<file path="config.mk">
export PLATFORM = sky130hd
export DESIGN_NAME = vram_write_scheduler
export DESIGN_NICKNAME = d
export VERILOG_FILES = /design/src/rtl/gpu_vram_pkg.sv /design/src/rtl/vram_write_fifo.sv /design/src/rtl/vram_write_scheduler.sv
export SDC_FILE = /design/constraint.sdc
export NUM_CORES = 1
export LEC_CHECK = 0
export ABC_AREA = 1
export CAP_MARGIN = 5
export CORE_MARGIN = 5
export CORE_UTILIZATION = 45
export CTS_BUF_LIST = sky130_fd_sc_hd__clkbuf_8
export CTS_CLUSTER_DIAMETER = 30
export DETAILED_ROUTE_END_ITERATION = 10
export REMOVE_ABC_BUFFERS = 1
export SETUP_SLACK_MARGIN = 0.4
export SLEW_MARGIN = 30
export SYNTH_ARGS = -nofsm -noshare
export SYNTH_HDL_FRONTEND = slang
export SYNTH_HIERARCHICAL = 1
export SYNTH_SLANG_ARGS = --single-unit
</file>
<file path="constraint.sdc">
create_clock -name gpu_clk -period 7.95 [get_ports gpu_clk]
set_clock_uncertainty 0.2 [all_clocks]
set_input_delay 2.385 -clock gpu_clk [delete_from_list [all_inputs] [get_ports gpu_clk]]
set_output_delay 2.385 -clock gpu_clk [all_outputs]
set_load 0.02 [all_outputs]
</file>
<file path="src/rtl/gpu_vram_pkg.sv">
// Shared types and constants for the VRAM write path: fill FSM states,
// default address width / FIFO depth, and the buffered write entry.
package gpu_vram_pkg;

    localparam int VRAM_ADDR_WIDTH = 16;
    localparam int WR_FIFO_DEPTH   = 8;

    typedef enum logic {
        IDLE = 1'b0,
        RUN  = 1'b1
    } fill_state_t;

    typedef struct packed {
        logic [VRAM_ADDR_WIDTH-1:0] addr;
        logic [7:0]                 data;
    } wr_entry_t;

endpackage

</file>
<file path="src/rtl/vram_write_fifo.sv">
// Synchronous FIFO holding CPU VRAM writes until the arbiter can issue them.
// The head entry is presented combinationally so it can be popped and issued
// in the same cycle.
module vram_write_fifo
    import gpu_vram_pkg::*;
#(
    parameter int   DEPTH = WR_FIFO_DEPTH,
    localparam int  PTR_W = $clog2(DEPTH),
    localparam int  LVL_W = PTR_W + 1
) (
    input  logic              i_clk,
    input  logic              i_rst,
    input  logic              i_push_valid,
    output logic              o_push_ready,
    input  wr_entry_t         i_push_data,
    input  logic              i_pop,
    output wr_entry_t         o_head,
    output logic              o_empty,
    output logic              o_full,
    output logic [LVL_W-1:0]  o_level
);

    wr_entry_t          r_mem [DEPTH];
    logic [PTR_W-1:0]   r_wr_ptr;
    logic [PTR_W-1:0]   r_rd_ptr;
    logic [LVL_W-1:0]   r_level;
    logic               w_push;
    logic               w_pop;

    assign o_full       = (r_level == LVL_W'(DEPTH));
    assign o_empty      = (r_level == '0);
    assign o_push_ready = !o_full;
    assign o_level      = r_level;
    assign o_head       = r_mem[r_rd_ptr];
    assign w_push       = i_push_valid && !o_full;
    assign w_pop        = i_pop && !o_empty;

    // Storage array: written on accepted push, contents need no reset.
    always_ff @(posedge i_clk) begin
        if (w_push) begin
            r_mem[r_wr_ptr] <= i_push_data;
        end
    end

    // Pointers and occupancy; pointers wrap naturally since DEPTH is 2^n.
    always_ff @(posedge i_clk or posedge i_rst) begin
        if (i_rst) begin
            r_wr_ptr <= '0;
            r_rd_ptr <= '0;
            r_level  <= '0;
        end else begin
            if (w_push) begin
                r_wr_ptr <= r_wr_ptr + PTR_W'(1);
            end
            if (w_pop) begin
                r_rd_ptr <= r_rd_ptr + PTR_W'(1);
            end
            case ({w_push, w_pop})
                2'b10:   r_level <= r_level + LVL_W'(1);
                2'b01:   r_level <= r_level - LVL_W'(1);
                default: r_level <= r_level;
            endcase
        end
    end

endmodule

</file>
<file path="src/rtl/vram_write_scheduler.sv">
// Funnels CPU writes (via a FIFO) and the hardware fill engine onto one
// registered VRAM write port that is only driven while VRAM is writable.
// CPU writes always win over the fill; a fill simply pauses and resumes.
module vram_write_scheduler
    import gpu_vram_pkg::*;
#(
    parameter int ADDR_WIDTH = VRAM_ADDR_WIDTH,
    parameter int DEPTH      = WR_FIFO_DEPTH
) (
    input  logic                    gpu_clk,
    input  logic                    rst,
    input  logic                    writable,
    input  logic                    cpu_wr_valid,
    input  logic [ADDR_WIDTH-1:0]   cpu_wr_addr,
    input  logic [7:0]              cpu_wr_data,
    output logic                    cpu_wr_ready,
    input  logic                    fill_start,
    input  logic [ADDR_WIDTH-1:0]   fill_base,
    input  logic [ADDR_WIDTH-1:0]   fill_len,
    input  logic [7:0]              fill_value,
    output logic                    fill_busy,
    output logic                    fill_done,
    output logic                    overflow,
    input  logic                    clr_overflow,
    output logic [$clog2(DEPTH):0]  fifo_level,
    output logic                    vram_we,
    output logic [ADDR_WIDTH-1:0]   vram_addr,
    output logic [7:0]              vram_data
);

    fill_state_t            r_state;
    fill_state_t            w_state_next;
    logic [ADDR_WIDTH-1:0]  r_base;
    logic [ADDR_WIDTH-1:0]  r_len;
    logic [ADDR_WIDTH-1:0]  r_count;
    logic [ADDR_WIDTH-1:0]  w_count_next;
    logic [7:0]             r_value;
    logic                   w_load;
    logic                   w_done_next;

    wr_entry_t              w_push_data;
    wr_entry_t              w_head;
    logic                   w_fifo_ready;
    logic                   w_fifo_empty;
    logic                   w_fifo_full;
    logic                   w_cpu_grant;
    logic                   w_fill_grant;
    logic [ADDR_WIDTH-1:0]  w_fill_addr;

    assign w_push_data.addr = cpu_wr_addr;
    assign w_push_data.data = cpu_wr_data;

    vram_write_fifo #(
        .DEPTH (DEPTH)
    ) u_fifo (
        .i_clk        (gpu_clk),
        .i_rst        (rst),
        .i_push_valid (cpu_wr_valid),
        .o_push_ready (w_fifo_ready),
        .i_push_data  (w_push_data),
        .i_pop        (w_cpu_grant),
        .o_head       (w_head),
        .o_empty      (w_fifo_empty),
        .o_full       (w_fifo_full),
        .o_level      (fifo_level)
    );

    // Ready is gated by rst so nothing upstream sees a stale "ready" mid-reset.
    assign cpu_wr_ready = w_fifo_ready && !rst;
    assign fill_busy    = (r_state == RUN);

    // Grant: CPU FIFO first, then an active fill, only while writable.
    assign w_cpu_grant  = writable && !w_fifo_empty;
    assign w_fill_grant = writable && w_fifo_empty && (r_state == RUN);
    assign w_fill_addr  = r_base + r_count;   // wraps modulo 2^ADDR_WIDTH

    // Fill FSM state, parameters and completion pulse.
    always_ff @(posedge gpu_clk or posedge rst) begin
        if (rst) begin
            r_state   <= IDLE;
            r_base    <= '0;
            r_len     <= '0;
            r_value   <= '0;
            r_count   <= '0;
            fill_done <= 1'b0;
        end else begin
            r_state   <= w_state_next;
            r_count   <= w_count_next;
            fill_done <= w_done_next;
            if (w_load) begin
                r_base  <= fill_base;
                r_len   <= fill_len;
                r_value <= fill_value;
            end
        end
    end

    // Fill FSM next state: a zero-length fill completes without entering RUN.
    always_comb begin
        w_state_next = r_state;
        w_count_next = r_count;
        w_load       = 1'b0;
        w_done_next  = 1'b0;
        case (r_state)
            IDLE: begin
                if (fill_start) begin
                    w_load = 1'b1;
                    if (fill_len == '0) begin
                        w_done_next = 1'b1;
                    end else begin
                        w_state_next = RUN;
                        w_count_next = '0;
                    end
                end
            end
            RUN: begin
                if (w_fill_grant) begin
                    w_count_next = r_count + ADDR_WIDTH'(1);
                    if (r_count == r_len - ADDR_WIDTH'(1)) begin
                        w_state_next = IDLE;
                        w_done_next  = 1'b1;
                    end
                end
            end
            default: w_state_next = IDLE;
        endcase
    end

    // Sticky overflow: a dropped CPU write beats a simultaneous clear.
    always_ff @(posedge gpu_clk or posedge rst) begin
        if (rst) begin
            overflow <= 1'b0;
        end else if (cpu_wr_valid && !w_fifo_ready) begin
            overflow <= 1'b1;
        end else if (clr_overflow) begin
            overflow <= 1'b0;
        end
    end

    // Registered VRAM port; address/data hold when no write is issued.
    always_ff @(posedge gpu_clk or posedge rst) begin
        if (rst) begin
            vram_we   <= 1'b0;
            vram_addr <= '0;
            vram_data <= '0;
        end else if (w_cpu_grant) begin
            vram_we   <= 1'b1;
            vram_addr <= w_head.addr;
            vram_data <= w_head.data;
        end else if (w_fill_grant) begin
            vram_we   <= 1'b1;
            vram_addr <= w_fill_addr;
            vram_data <= r_value;
        end else begin
            vram_we   <= 1'b0;
        end
    end

    logic w_unused;
    assign w_unused = w_fifo_full;

endmodule

</file>
[Word-level counts from Yosys, hierarchy flattened]
Memories as Yosys holds them, arrays and structs flattened.
Index checks and enable logic that the tools add are counted.
Cells by class
  reductions and logical operators: 16
  bitwise logic cells: 1
  eq/ne operators: 7
  multiplexer cells: 27
  add/subtract/negate cells: 7
Operator list (count)
  2-to-1 mux 16 bit: 5
  case mux 16 bit (2 select lines): 1
  adder 16 x 1 -> 16 bit, second input constant: 1
  adder 16 bit: 1
  == test 16 bit: 1
  logical NOT 16 bit: 1
  2-to-1 mux 1 bit: 16
  2-to-1 mux 8 bit: 2
  subtractor 16 x 1 -> 16 bit, second input constant: 1
  case mux 4 bit (2 select lines): 1
  logical AND 1 bit: 7
  adder 3 x 1 -> 3 bit, second input constant: 2
  nonzero test 2 bit: 3
  adder 4 x 1 -> 4 bit, second input constant: 1
  == test 4 bit, second input constant: 1
  logical NOT 4 bit: 1
  inequality test 2 bit, second input constant: 2
  case mux 1 bit (2 select lines): 2
  subtractor 4 x 1 -> 4 bit, second input constant: 1
  logical NOT 1 bit: 3
  AND reduction 3 bit: 1
  == test 2 x 1 -> 1 bit, second input constant: 1
  == test 2 bit, second input constant: 1
  inequality test 2 x 1 -> 1 bit, second input constant: 1
  inverter 1 bit: 1
Storage, ports and cells
  memories: 1
  input port bits: 70
  output and inout port bits: 33
  RAM bits: 192
  bits in registers: 94
Memory list
  u_fifo.r_mem: depth 8, width 24, rd ports 1, clocked after Yosys merged registers in 0, wr ports 1, line vram_write_fifo.sv:23  | wr_entry_t r_mem [DEPTH];

[Longest topological paths before layout]
  depth in word-level cells: 6
  gate-level depth with buffers: 17
  depth with buffers taken out: 16

[By module]
Netlist, hierarchy kept.
Modules (own cells, without submodules)
  vram_write_fifo: area an instance 8849.7 um^2, cells each 912, times used 1, sequential area each 6015.8 um^2
  vram_write_scheduler: area an instance 5431.5 um^2, cells each 740, times used 1, sequential area each 2102.0 um^2

[Least setup slack after synthesis]
OpenSTA, ideal clock, no wires.
  path type: input-to-output
  start point: input port rst
  end point: output port cpu_wr_ready
  data required time: 5365 ps
  buffers on the path: 0
  arrival: 2678 ps
  slack: 2687 ps
  cell stages on the path: 1
  cells stage by stage: nor2_1
Between the ends
  word-level cells in the longest chain between the ends: 2
Ends and longest elaborated chain
  from (decl): line vram_write_scheduler.sv:11  | input logic rst,
  logical NOT 1 bit (no line)
  logical AND 1 bit: line vram_write_scheduler.sv:69  | assign cpu_wr_ready = w_fifo_ready && !rst;
  to (decl): line vram_write_scheduler.sv:16  | output logic cpu_wr_ready,
No other way between the ends.

[Final worst setup path]
Same ends and word-level chain as after synthesis.

==> impl_results.md <==
- Setup-failing EPs final: 0
- Pins Over Slew Limit: 0
- Drt wl/cell: 15.45 µm
- Cts-stage hold buffer count: 0
- Cell mode on critical path: clkdlybuf4s50_1
- Die H: 188.1 µm
- Placed Cells: 2113
- Clock transition at path regs: 0.05 ns
- Crit path buffers/inverters: 2
- CTS tree: yes
- DP HPWL: 21480 µm
- # fillers: 2935
- Die W: 188.1 µm
- PD cells: 366.4 mW/mm²
- TritonCTS Sinks: 286
- HP Class: register to register
- Part of the cycle the worst path needs: 77.28%
- Diode count: 0
- H-tree Lvls: 3
- DR vias/cell: 4.859
- Setup Crit Path Kind: input port to output pin
- Number of global-route vias before repair: 10440
- Max-Cap Viols: 0
- Data required time of the critical path: 5.37 ns
- GR Util All Layers: 19.66%
- FMAX: 162.8 MHz
- Crit-path max cell delay: 0.61 ns
- Finished Layout Cells: 2239
- Final WL: 34580 µm
- Cells after Synth: 1651
- Arr. time, crit path: 3.56 ns
- Lkg Pwr: 7.811 nW
- Tmin final: 6.143 ns
- Worst-margin pin slew: 0.9037 ns
- CORE AREA: 0.03147 mm²
- Final nets: 1876
- RSZ-0062 raised after global routing: no
- Pre-CTS setup slack: 1.794 ns
- Relative slew margins: 39.75%
- Total power: 6.286 mW
- Critical-path top delay cell: clkdlybuf4s50_1
- Mean Syn Cell Area: 8.648 µm²
- Setup TNS Final: 0 ns
- Crit-path max FO: 3
- Fin. Hold Viols: 0
- CTS root buf: clkbuf_8
- Yosys warnings: 6
- Peak VDD IR: 0.2321 mV
- FF+latch area: 0.008122 mm²
- Worst setup SP type: input port
- Area grow syn2layout: 20.17%
- Multi-input logic area: 0.005221 mm²
- Layout cells sized above 1: 10.02%
- Worst hold slack: 0.2726 ns
- Crit. End Element: output pin
- CTS max path bufs: 3
- Post-route DRC violation count: 0
- Largest net degree at the start of global routing: 109
- Final GP Congestion: 0.8495
- Synth Cell Area: 0.01428 mm²
- Cell Rows: 65
- Num ports: 103
- Clk_lat worst skew: 0.58 ns
- Port Buffers: 102
- DR iter-0 viols: 524
- CP delay by family, top: buffers and inverters
- Gr ovfl total: 0
- Outcome: complete, no violations
- Post-DRT Antenna Nets: 0
- Critical Path, Cell by Cell: clkdlybuf4s50_1, nor2_1, clkdlybuf4s50_1
- Initial antenna violation count: 0
- CTS buffer count: 69
- Initial Utilization: 45.36%
- DIE AREA: 0.03539 mm²
- Via count: 10880
- First-pass iteration count of the detailed router: 5
- Final Worst Setup Slack: 1.807 ns
- Post-CTS Setup Bufs: 0
- Global-route wire length before repair: 55500 µm
- Post-cts repair resize count: 0
-- worst min-delay path, delay by kind of cell, from the launching register on --
kind / cells / cell delay, ns
DFF: 1 / 0.34
and+or+nand+nor: 2 / 0.11
-- layout by cell type (no fill, tap or decap), types with 3 or more instances in the layout --
master and instances:
nand3_1 53, edfxtp_1 192, o21ai_2 12, nand2_2 6, nor3_2 9, or2_2 4
xnor2_1 13, a31oi_1 3, inv_4 3, bufinv_16 5, o21ai_0 41, clkinv_1 4
nand3b_1 8, nand4_2 4, nand2_1 611, a21oi_1 16, xor2_1 24, clkinv_2 14
nor3_1 6, nor2_1 249, ha_1 22, nor4_1 3, nor2_4 3, inv_1 189
o21bai_1 7, inv_2 4, nand4_1 8, buf_4 13, clkbuf_8 82, nor2_2 5
dfrtp_1 93, clkdlybuf4s50_1 102
-- where the power goes --
part / switching (mW) / internal, mW / leakage [nW] / total [mW]
combinational: 1.45 / 0.805 / 4.07 / 2.26
sequential: 0.295 / 1.93 / 2.92 / 2.22
clock: 0.698 / 1.11 / 0.826 / 1.81
total: 2.44 / 3.84 / 7.81 / 6.29
-- routing by layer --
layer	up-vias	wire, µm	GRT usage, %
met5	-	0	0
met2	235	16680	32.53
met3	57	1519	3.742
met1	5087	15590	26.07
met4	0	787	6.832
li1	5501	-	-
-- path summary, 6_finish.rpt --
path	to	cells past startpoint	startpoint	slack, ns
max	cpu_wr_ready	3	rst	1.81
min reg2reg	r_value[5]$_DFFE_PP0P_	2	r_value[5]$_DFFE_PP0P_	0.27
min in group asynchronous	r_value[3]$_DFFE_PP0P_	2	rst	1.96
max reg2reg	u_fifo/o_level[3]$_DFFE_PP0P_	15	u_fifo/o_level[0]$_DFFE_PP0P_	4.10
min	r_value[5]$_DFFE_PP0P_	2	r_value[5]$_DFFE_PP0P_	0.27
max in group asynchronous	r_base[10]$_DFFE_PP0P_	3	rst	4.62
-- final cells by class --
type,instances,share of cell area [%]
Clock buffer,82,6.578
Clock inverter,44,2.071
Inverter,181,3.996
Multi-Input combinational cell,1127,30.43
Sequential cell,286,47.34
Tap cell,402,2.932
Timing Repair Buffer,117,6.651
-- state kept, by name (all words and copies together), names as in the netlist --
name	count
fill_busy	1
fill_done	1
overflow	1
r_base	16
r_count	16
r_len	16
r_value	8
u_fifo/o_level	4
u_fifo/r_mem	192
u_fifo/r_rd_ptr	3
u_fifo/r_wr_ptr	3
vram_addr	16
vram_data	8
vram_we	1
-- through the flow --
stage               utilization [%]  area, µm²
floorplan                         -      13980
global placement              49.76      15660
detailed placement            49.77      15670
CTS                           54.49      17150
global route                  54.51      17160
finish                        54.51      17160
No activity file was read; power rests on OpenSTA's default activity.
